<file path="config.mk">
export PLATFORM = sky130hd
export DESIGN_NAME = heart_rate_meter
export DESIGN_NICKNAME = d
export VERILOG_FILES = /design/src/rtl/heart_rate_meter.sv
export SDC_FILE = /design/constraint.sdc
export NUM_CORES = 1
export LEC_CHECK = 0
export ABC_AREA = 1
export CAP_MARGIN = 40
export CORE_MARGIN = 2
export CORE_UTILIZATION = 48
export DETAILED_ROUTE_END_ITERATION = 10
export REMOVE_ABC_BUFFERS = 1
export SYNTH_ARGS = -nofsm -noshare
export SYNTH_HDL_FRONTEND = slang
export SYNTH_SLANG_ARGS = --single-unit
</file>
<file path="constraint.sdc">
create_clock -name clk -period 8.5 [get_ports clk]
set_input_delay 2.55 -clock clk [delete_from_list [all_inputs] [get_ports clk]]
set_output_delay 2.55 -clock clk [all_outputs]
set_load 0.01 [all_outputs]
</file>
<file path="src/rtl/heart_rate_meter.sv">
// Converts synchronised peak events into inter-beat intervals (ms), averages the last
// N_AVG plausible intervals and derives BPM with a restoring divider; tracks loss of signal.
module heart_rate_meter #(
  parameter int unsigned CLK_HZ     = 40_000_000,
  parameter int unsigned N_AVG      = 4,
  parameter int unsigned MIN_IBI_MS = 300,
  parameter int unsigned MAX_IBI_MS = 2000,
  parameter int unsigned TIMEOUT_MS = 3000
) (
  input  logic       clk,
  input  logic       reset,
  input  logic       peak_in,
  output logic [7:0] bpm,
  output logic       bpm_valid,
  output logic       locked,
  output logic       no_signal
);

  localparam int unsigned TICK_DIV = CLK_HZ / 1000;
  localparam int unsigned PW       = (TICK_DIV > 1) ? $clog2(TICK_DIV) : 1;
  localparam int unsigned AW       = $clog2(N_AVG);
  localparam int unsigned FW       = $clog2(N_AVG + 1);

  typedef enum logic [1:0] {IDLE, ARMED, TRACK} state_t;

  state_t st;

  // Peak synchroniser plus edge-detect flop
  logic [2:0] sync;
  logic       peak_evt;

  always_ff @(posedge clk or posedge reset) begin
    if (reset) sync <= '0;
    else       sync <= {sync[1:0], peak_in};
  end

  assign peak_evt = sync[1] & ~sync[2];

  // Millisecond prescaler
  logic [PW-1:0] pre;
  logic          tick;

  assign tick = (pre == PW'(TICK_DIV - 1));

  always_ff @(posedge clk or posedge reset) begin
    if (reset)     pre <= '0;
    else if (tick) pre <= '0;
    else           pre <= pre + 1'b1;
  end

  // Interval measurement and averaging state
  logic [11:0]   ibi_ms;
  logic [11:0]   ring [N_AVG];
  logic [AW-1:0] wptr;
  logic [FW-1:0] fill;
  logic [14:0]   sum;

  logic          active, timeout, accept, reject;
  logic [14:0]   sum_next;
  logic [11:0]   avg_next;
  logic          full_after;

  assign active     = (st != IDLE);
  assign timeout    = active && tick && (ibi_ms == 12'(TIMEOUT_MS - 1));
  assign accept     = active && peak_evt && !timeout &&
                      (ibi_ms >= 12'(MIN_IBI_MS)) && (ibi_ms <= 12'(MAX_IBI_MS));
  assign reject     = active && peak_evt && !timeout && (ibi_ms > 12'(MAX_IBI_MS));
  assign sum_next   = sum + 15'(ibi_ms) - 15'(ring[wptr]);
  assign avg_next   = 12'(sum_next >> AW);
  assign full_after = (fill >= FW'(N_AVG - 1));

  // Restoring divider datapath: one quotient bit per cycle
  logic [15:0] dq;
  logic [12:0] drem;
  logic [11:0] dvs;
  logic [4:0]  dcnt;
  logic        dbusy;
  logic [12:0] rem_sh, rem_new;
  logic        ge;
  logic [15:0] q_new;
  logic [7:0]  q_sat;

  always_comb begin
    rem_sh  = {drem[11:0], dq[15]};
    ge      = (rem_sh >= {1'b0, dvs});
    rem_new = ge ? (rem_sh - {1'b0, dvs}) : rem_sh;
    q_new   = {dq[14:0], ge};
    q_sat   = (|dq[15:8]) ? 8'hFF : dq[7:0];
  end

  always_ff @(posedge clk or posedge reset) begin
    if (reset) begin
      st        <= IDLE;
      ibi_ms    <= '0;
      wptr      <= '0;
      fill      <= '0;
      sum       <= '0;
      for (int unsigned i = 0; i < N_AVG; i++) ring[i] <= '0;
      dq        <= '0;
      drem      <= '0;
      dvs       <= '0;
      dcnt      <= '0;
      dbusy     <= 1'b0;
      bpm       <= '0;
      bpm_valid <= 1'b0;
      locked    <= 1'b0;
      no_signal <= 1'b1;
    end else begin
      bpm_valid <= 1'b0;

      // Divider runs independently; the FSM below may override it (load or abort).
      if (dbusy) begin
        if (dcnt == 5'd16) begin
          bpm       <= q_sat;
          bpm_valid <= 1'b1;
          locked    <= 1'b1;
          dbusy     <= 1'b0;
        end else begin
          dq   <= q_new;
          drem <= rem_new;
          dcnt <= dcnt + 1'b1;
        end
      end

      case (st)
        IDLE: begin
          ibi_ms <= '0;
          if (peak_evt) st <= ARMED;
        end
        default: begin
          if (timeout) begin
            st        <= IDLE;
            ibi_ms    <= '0;
            wptr      <= '0;
            fill      <= '0;
            sum       <= '0;
            for (int unsigned i = 0; i < N_AVG; i++) ring[i] <= '0;
            dbusy     <= 1'b0;
            bpm       <= '0;
            bpm_valid <= 1'b0;
            locked    <= 1'b0;
            no_signal <= 1'b1;
          end else begin
            if (accept || reject)           ibi_ms <= '0;
            else if (tick && ibi_ms != '1)  ibi_ms <= ibi_ms + 1'b1;

            if (accept) begin
              ring[wptr] <= ibi_ms;
              wptr       <= wptr + 1'b1;
              sum        <= sum_next;
              if (!full_after) fill <= fill + 1'b1;
              else             fill <= FW'(N_AVG);
              st         <= TRACK;
              no_signal  <= 1'b0;
              if (full_after) begin
                dq    <= 16'd60000;
                drem  <= '0;
                dvs   <= avg_next;
                dcnt  <= '0;
                dbusy <= 1'b1;
              end
            end
          end
        end
      endcase
    end
  end

endmodule

</file>
==> impl_metrics.ini, run 1 <==
[sta]
worst_pin_slew_ns = 0.912
fmax_mhz = 248
final-max-slew-violation-count = 0
clock_skew_ns = 0.0136
period_needed_ns = 4.03
hold_viol = 0
finalSetupTns_ns = 0
setup_viol = 0
grt_setup_unrepaired = no
min_period_over_period_pct = 47.4
max-slew-margin-rel_pct = 39.2

[route]
vias = 7658
first_pass_iters = 5
detail-route-antenna-nets = 0
drt-initial-drc-count = 420
vias_per_cell = 5.22
drc_errors = 0
post_drt_wl_per_cell_um = 14.6
drt-total-wl_um = 21500

[synth]
yosysTopAreaCell = dfrtp_1
avgSynthCellArea_um2 = 7.74
yosysSeqAreaShare_pct = 42.0
synthFlopType = dfrtp_1
ys_async_sr_fraction_pct = 100
synth.most_common_cell = nand2_1
synth_seq_cells = 157
synth.top_cell.area_share_pct = 41.7
synth_common_cells = 290 x nand2_1, 156 x dfrtp_1, 150 x nand3_1
synth.area.top_cells = dfrtp_1 42%, nand2_1 12%, nand3_1 8.0%
synth_cell_types = 46
ys_warn_count = 0
netlist_area_um2 = 9350
synth_edf_count = 0
netlist_instances = 1208

[worst_setup_path]
critPathTopFamily = flip-flops
cp_max_fo = 2
reg2regPathDepth = 16
timing.rr.end = sum[12]
cp_data_required_time_ns = 5.95
critical-path-slowest-cell = dfstp_2
crit_arrival_ns = 1.48
slowest_delay_ns = 0.53
r2r_slack_ns = 4.49
path_class = flop to output pin
start_kind = flop
critical_path_buf_inv_count = 1
end_kind = output pin
reg2reg_from = wptr[0]
crit_path_start = no_signal
crit_path_end = no_signal
cp.depth = 1
cp_cell_sequence = clkdlybuf4s50_1

[clocking]
clk_pin_slew_ns = 0.07
cts-resized-gates = 0
ctsHoldBuffers = 0
cts_tree = done
clkLatencyLatePin_ns = 0.43
h-tree-depth = 4
clock_sinks = 157
cts-root-buf = clkbuf_16
clockBufferDepth = 2
cts_made_buffers = 17
postCtsSetupBuffers = 0

[power]
ir_drop_v = 0.000134
p_leak_nw = 5.40
power.density_nw_per_um2 = 149
p_total_mw = 1.52

[die]
die_width_um = 144
rows = 51
core_area_um2 = 19300
io-pin-count = 14
start_util_pct = 48.5
die_h_um = 144
die_area_um2 = 20600

[global_routing]
track_usage_pct = 22.0
grt_max_degree = 65
grt_pass1_wl_um = 35900
grt_overflow = 0
antenna_found_initial = 0
first_global_vias = 7129

[hold_path]
worst_hold_path.num_cells = 0
hold_path.class = flop to flop

[placement]
place_hpwl_um = 15100
place.gp.congestion = 0.818
io_buffer_count = 13

[layout]
finish.utilization_pct = 52.7
area_delta_synth_final_pct = 8.64
drive_gt1_share_pct = 5.57
diodes = 0
nNetsFinal = 1244

[outcome]
outcome = finished clean

[flow_run]
max_cap_violations = 0
==> layout make-up <==
type	instances	area (um^2)
inverter	156	612
sequential	157	3930
clock buffer	18	439
tap	265	332
fill	1875	9110
clock inverter	13	133
multi-input combinational	841	4490
timing repair buffer	18	228
==> worst reg2reg max path: stages, from the launching register on <==
cell and delay, ns:
dfrtp_1 0.94, inv_1 0.63, o21ai_0 0.31, o22ai_1 0.12, ha_1 0.29, inv_1 0.06
ha_1 0.19, inv_1 0.09, fa_1 0.42, inv_1 0.11, nand3_1 0.07, nand3_1 0.17
nand4_1 0.14, nand4_1 0.11, nand2_1 0.09, nand2_1 0.06, o21ai_0 0.08
==> registers in the layout, indices dropped and copies added, names as in the netlist, 8 cells and up <==
name and flops:
bpm 8, dq 16, sum 14, pre 16, drem 12, ibi_ms 12, ring 48, dvs 12
==> power breakdown <==
group / total, mW / leakage (nW) / internal [mW] / switching (mW)
Sequential: 0.749 / 2.17 / 0.748 / 0.000454
Clock: 0.744 / 0.274 / 0.417 / 0.327
Combinational: 0.0243 / 2.96 / 0.00406 / 0.0202
Total: 1.52 / 5.40 / 1.17 / 0.348
==> stage by stage <==
step,cell area (um^2),hold WS [ns],instances,setup slack [ns]
2_1_floorplan,9020,0.331,1154,1.72
3_3_place_gp,9510,0.342,1434,3.97
3_5_place_dp,9590,0.336,1437,4.09
4_1_cts,10200,0.361,1468,4.45
5_1_grt,10200,0.376,1468,4.05
6_report,10200,0.358,1468,4.47
==> worst min path at each step <==
| stage | start | to | slack, ns |
|---|---|---|---|
| 5_1_grt | sync[0] | sync[1] | 0.38 |
| 2_1_floorplan | sync[0] | sync[1] | 0.33 |
| 3_3_place_gp | sync[0] | sync[1] | 0.34 |
| 3_5_place_dp | sync[0] | sync[1] | 0.34 |
| 6_report | sync[0] | sync[1] | 0.36 |
| 4_1_cts | sync[0] | sync[1] | 0.36 |
==> kinds of logic (layout without fill, tap and decap cells) <==
group / after synthesis / in the layout / share of synthesized area, %
and+or+nand+nor: 640 / 640 / 30.4
buffers and inverters: 210 / 205 / 9.99
DFF: 157 / 157 / 42.0
AOI/OAI and AO/OA: 127 / 127 / 7.65
adders and majority gates: 50 / 50 / 7.73
xor gates and xnor gates: 24 / 24 / 2.25
==> cell usage in the layout (no fill, tap or decap), types with 4 or more instances in the layout <==
cell             count
nand2_1            290
dfrtp_1            156
nand3_1            150
inv_1              148
nor2_1             118
o21ai_0             53
ha_1                37
a21oi_1             30
nand4_1             26
nor3_1              23
o22ai_1             22
xor2_1              18
clkbuf_16           17
fa_1                13
clkdlybuf4s50_1     13
o21ai_1              8
inv_6                6
xnor2_1              6
and3_1               5
o21a_1               5
inv_2                4
o211ai_1             4
nand2_2              4
or2_2                4
==> metal layers <==
metal / vias up / routed length (um) / GRT usage, %
li1: 3880 / - / -
met1: 3641 / 10300 / 31.0
met2: 114 / 10100 / 35.5
met3: 23 / 647 / 3.57
met4: 0 / 326 / 5.78
met5: - / 0 / 0
No activity file was read; power rests on OpenSTA's default activity.
==> inputs of run 2 (changes only) <==
Clock period 8.5 ns to 4 ns, I/O delays scaled along.
==> impl_metrics.ini, run 2 (synthesized netlist as in run 1, its figures left out) <==
[route]
vias_per_cell = 5.26
drt-total-wl_um = 22200
drt-initial-drc-count = 554
detail-route-antenna-nets = 0
vias = 7743
first_pass_iters = 5
post_drt_wl_per_cell_um = 15.1
drc_errors = 0

[global_routing]
grt_pass1_wl_um = 36800
grt_overflow = 0
first_global_vias = 7271
grt_max_degree = 84
track_usage_pct = 22.8
antenna_found_initial = 0

[die]
die_width_um = 144
start_util_pct = 48.5
io-pin-count = 14
core_area_um2 = 19300
die_h_um = 144
die_area_um2 = 20600
rows = 51

[sta]
max-slew-margin-rel_pct = 46.0
grt_setup_unrepaired = no
finalSetupTns_ns = 0
clock_skew_ns = 0.0225
final-max-slew-violation-count = 0
fmax_mhz = 301
hold_viol = 0
worst_pin_slew_ns = 0.807
fin_hold_ws_ns = 0.350
min_period_over_period_pct = 83.1
setup_viol = 0
period_needed_ns = 3.32

[clocking]
clockBufferDepth = 2
ctsHoldBuffers = 0
cts-resized-gates = 0
clk_pin_slew_ns = 0.07
cts_made_buffers = 17
cts-root-buf = clkbuf_16
cts_tree = done
clock_sinks = 157
clkLatencyLatePin_ns = 0.45
postCtsSetupBuffers = 0
h-tree-depth = 4

[power]
combPwrFrac_pct = 1.6
p_seq_share_pct = 48.8
power.density_nw_per_um2 = 321
ir_drop_v = 0.000292
switching_share_pct = 23.9
clkPwrFrac_pct = 49.5
power_switching_uw = 780
p_leak_nw = 5.40
intPower_mw = 2.48

[layout]
finish.utilization_pct = 52.7
layout_common_cells = 290 x nand2_1, 156 x dfrtp_1, 150 x nand3_1
diodes = 0
drive_gt1_share_pct = 5.80
area_delta_synth_final_pct = 8.66
largest_reg_flops = 48
fillCellCount = 1892
regMostFlops = ring
register_area_um2 = 3930
final_area_um2 = 10200
nNetsFinal = 1247
layout_commonest_cell = nand2_1
top_regs = ring: 48 flops, dq: 16 flops, pre: 16 flops
multi_input_area_um2 = 4490

[placement]
place_hpwl_um = 15400
io_buffer_count = 13
place.gp.congestion = 0.964
dpl_cell_area_um2 = 9580

[worst_setup_path]
end_kind = flop
slowest_delay_ns = 0.55
critical_path_buf_inv_count = 4
start_kind = flop
cp_cell_sequence = inv_1 > o21ai_0 > o22ai_1 > fa_1 > inv_1 > ha_1 > a21oi_1 > o21ai_0 > inv_1 > nand3_1 > nand2_1 > inv_1 > nor2_1 > nand2_1 > o21ai_1
critical-path-slowest-cell = dfrtp_1
cp_data_required_time_ns = 4.36
cp_max_fo = 16
critPathTopFamily = compound AO/OA/AOI/OAI gates
crit_top_cell = inv_1
crit_arrival_ns = 3.68
path_class = flop to flop

[outcome]
outcome = finished clean

[hold_path]
hold_path.class = flop to flop

[flow_run]
max_cap_violations = 0
==> run 2: cell types whose count changed in the layout (fill, tap and decap cells not counted), sizes merged <==
| cell | change |
|---|---|
| buf | +3 |
| inv | +1 |
==> run 2: layout make-up <==
type                    count  share of cell area (%)
flip-flops and latches    157                    38.7
well taps                 265                    3.26
repair buffers             21                    2.19
clock buffers              18                    4.22
clock inverters            14                    1.47
inverters                 156                    6.02
multi-input cells         841                    44.2
==> run 2: worst paths after layout <==
| kind | from | end | slack [ns] | depth (start not counted) |
|---|---|---|---|---|
| hold / removal | sync[0] | sync[1] | 0.35 | 0 |
| min in group asynchronous | reset | pre[13] | 1.02 | 2 |
| hold reg to reg | sync[0] | sync[1] | 0.35 | 0 |
| max in group asynchronous | reset | no_signal | 2.28 | 3 |
| setup reg to reg | wptr[1] | sum[9] | 0.68 | 15 |
| setup / recovery | wptr[1] | sum[9] | 0.68 | 15 |
==> run 2: metrics by stage <==
stage          setup WS [ns]  std cells  power (mW)
2_1_floorplan          -1.43       1154        1.66
4_1_cts                0.732       1472        3.30
3_5_place_dp           0.773       1440        1.68
6_report               0.677       1472        3.26
5_1_grt                0.400       1472        3.37
3_3_place_gp           0.796       1439        1.68
==> run 2: per-layer routing <==
metal | up-vias | track usage [%] | part of all wire (%)
met1 | 3675 | 32.1 | 48
met3 | 19 | 4.10 | 4.7
met4 | 0 | 7.53 | 1.7
met2 | 190 | 35.6 | 46
met5 | - | 0 | 0
li1 | 3859 | - | -
==> run 2: power by group through the flow <==
stage                     logic, mW  registers (mW)  clock network [mW]
after floorplan              0.0344            1.62                   0
after CTS                    0.0570            1.59                1.65
after global placement       0.0572            1.62                   0
after detailed placement     0.0569            1.62                   0
after global routing         0.0630            1.59                1.72
final                        0.0535            1.59                1.61
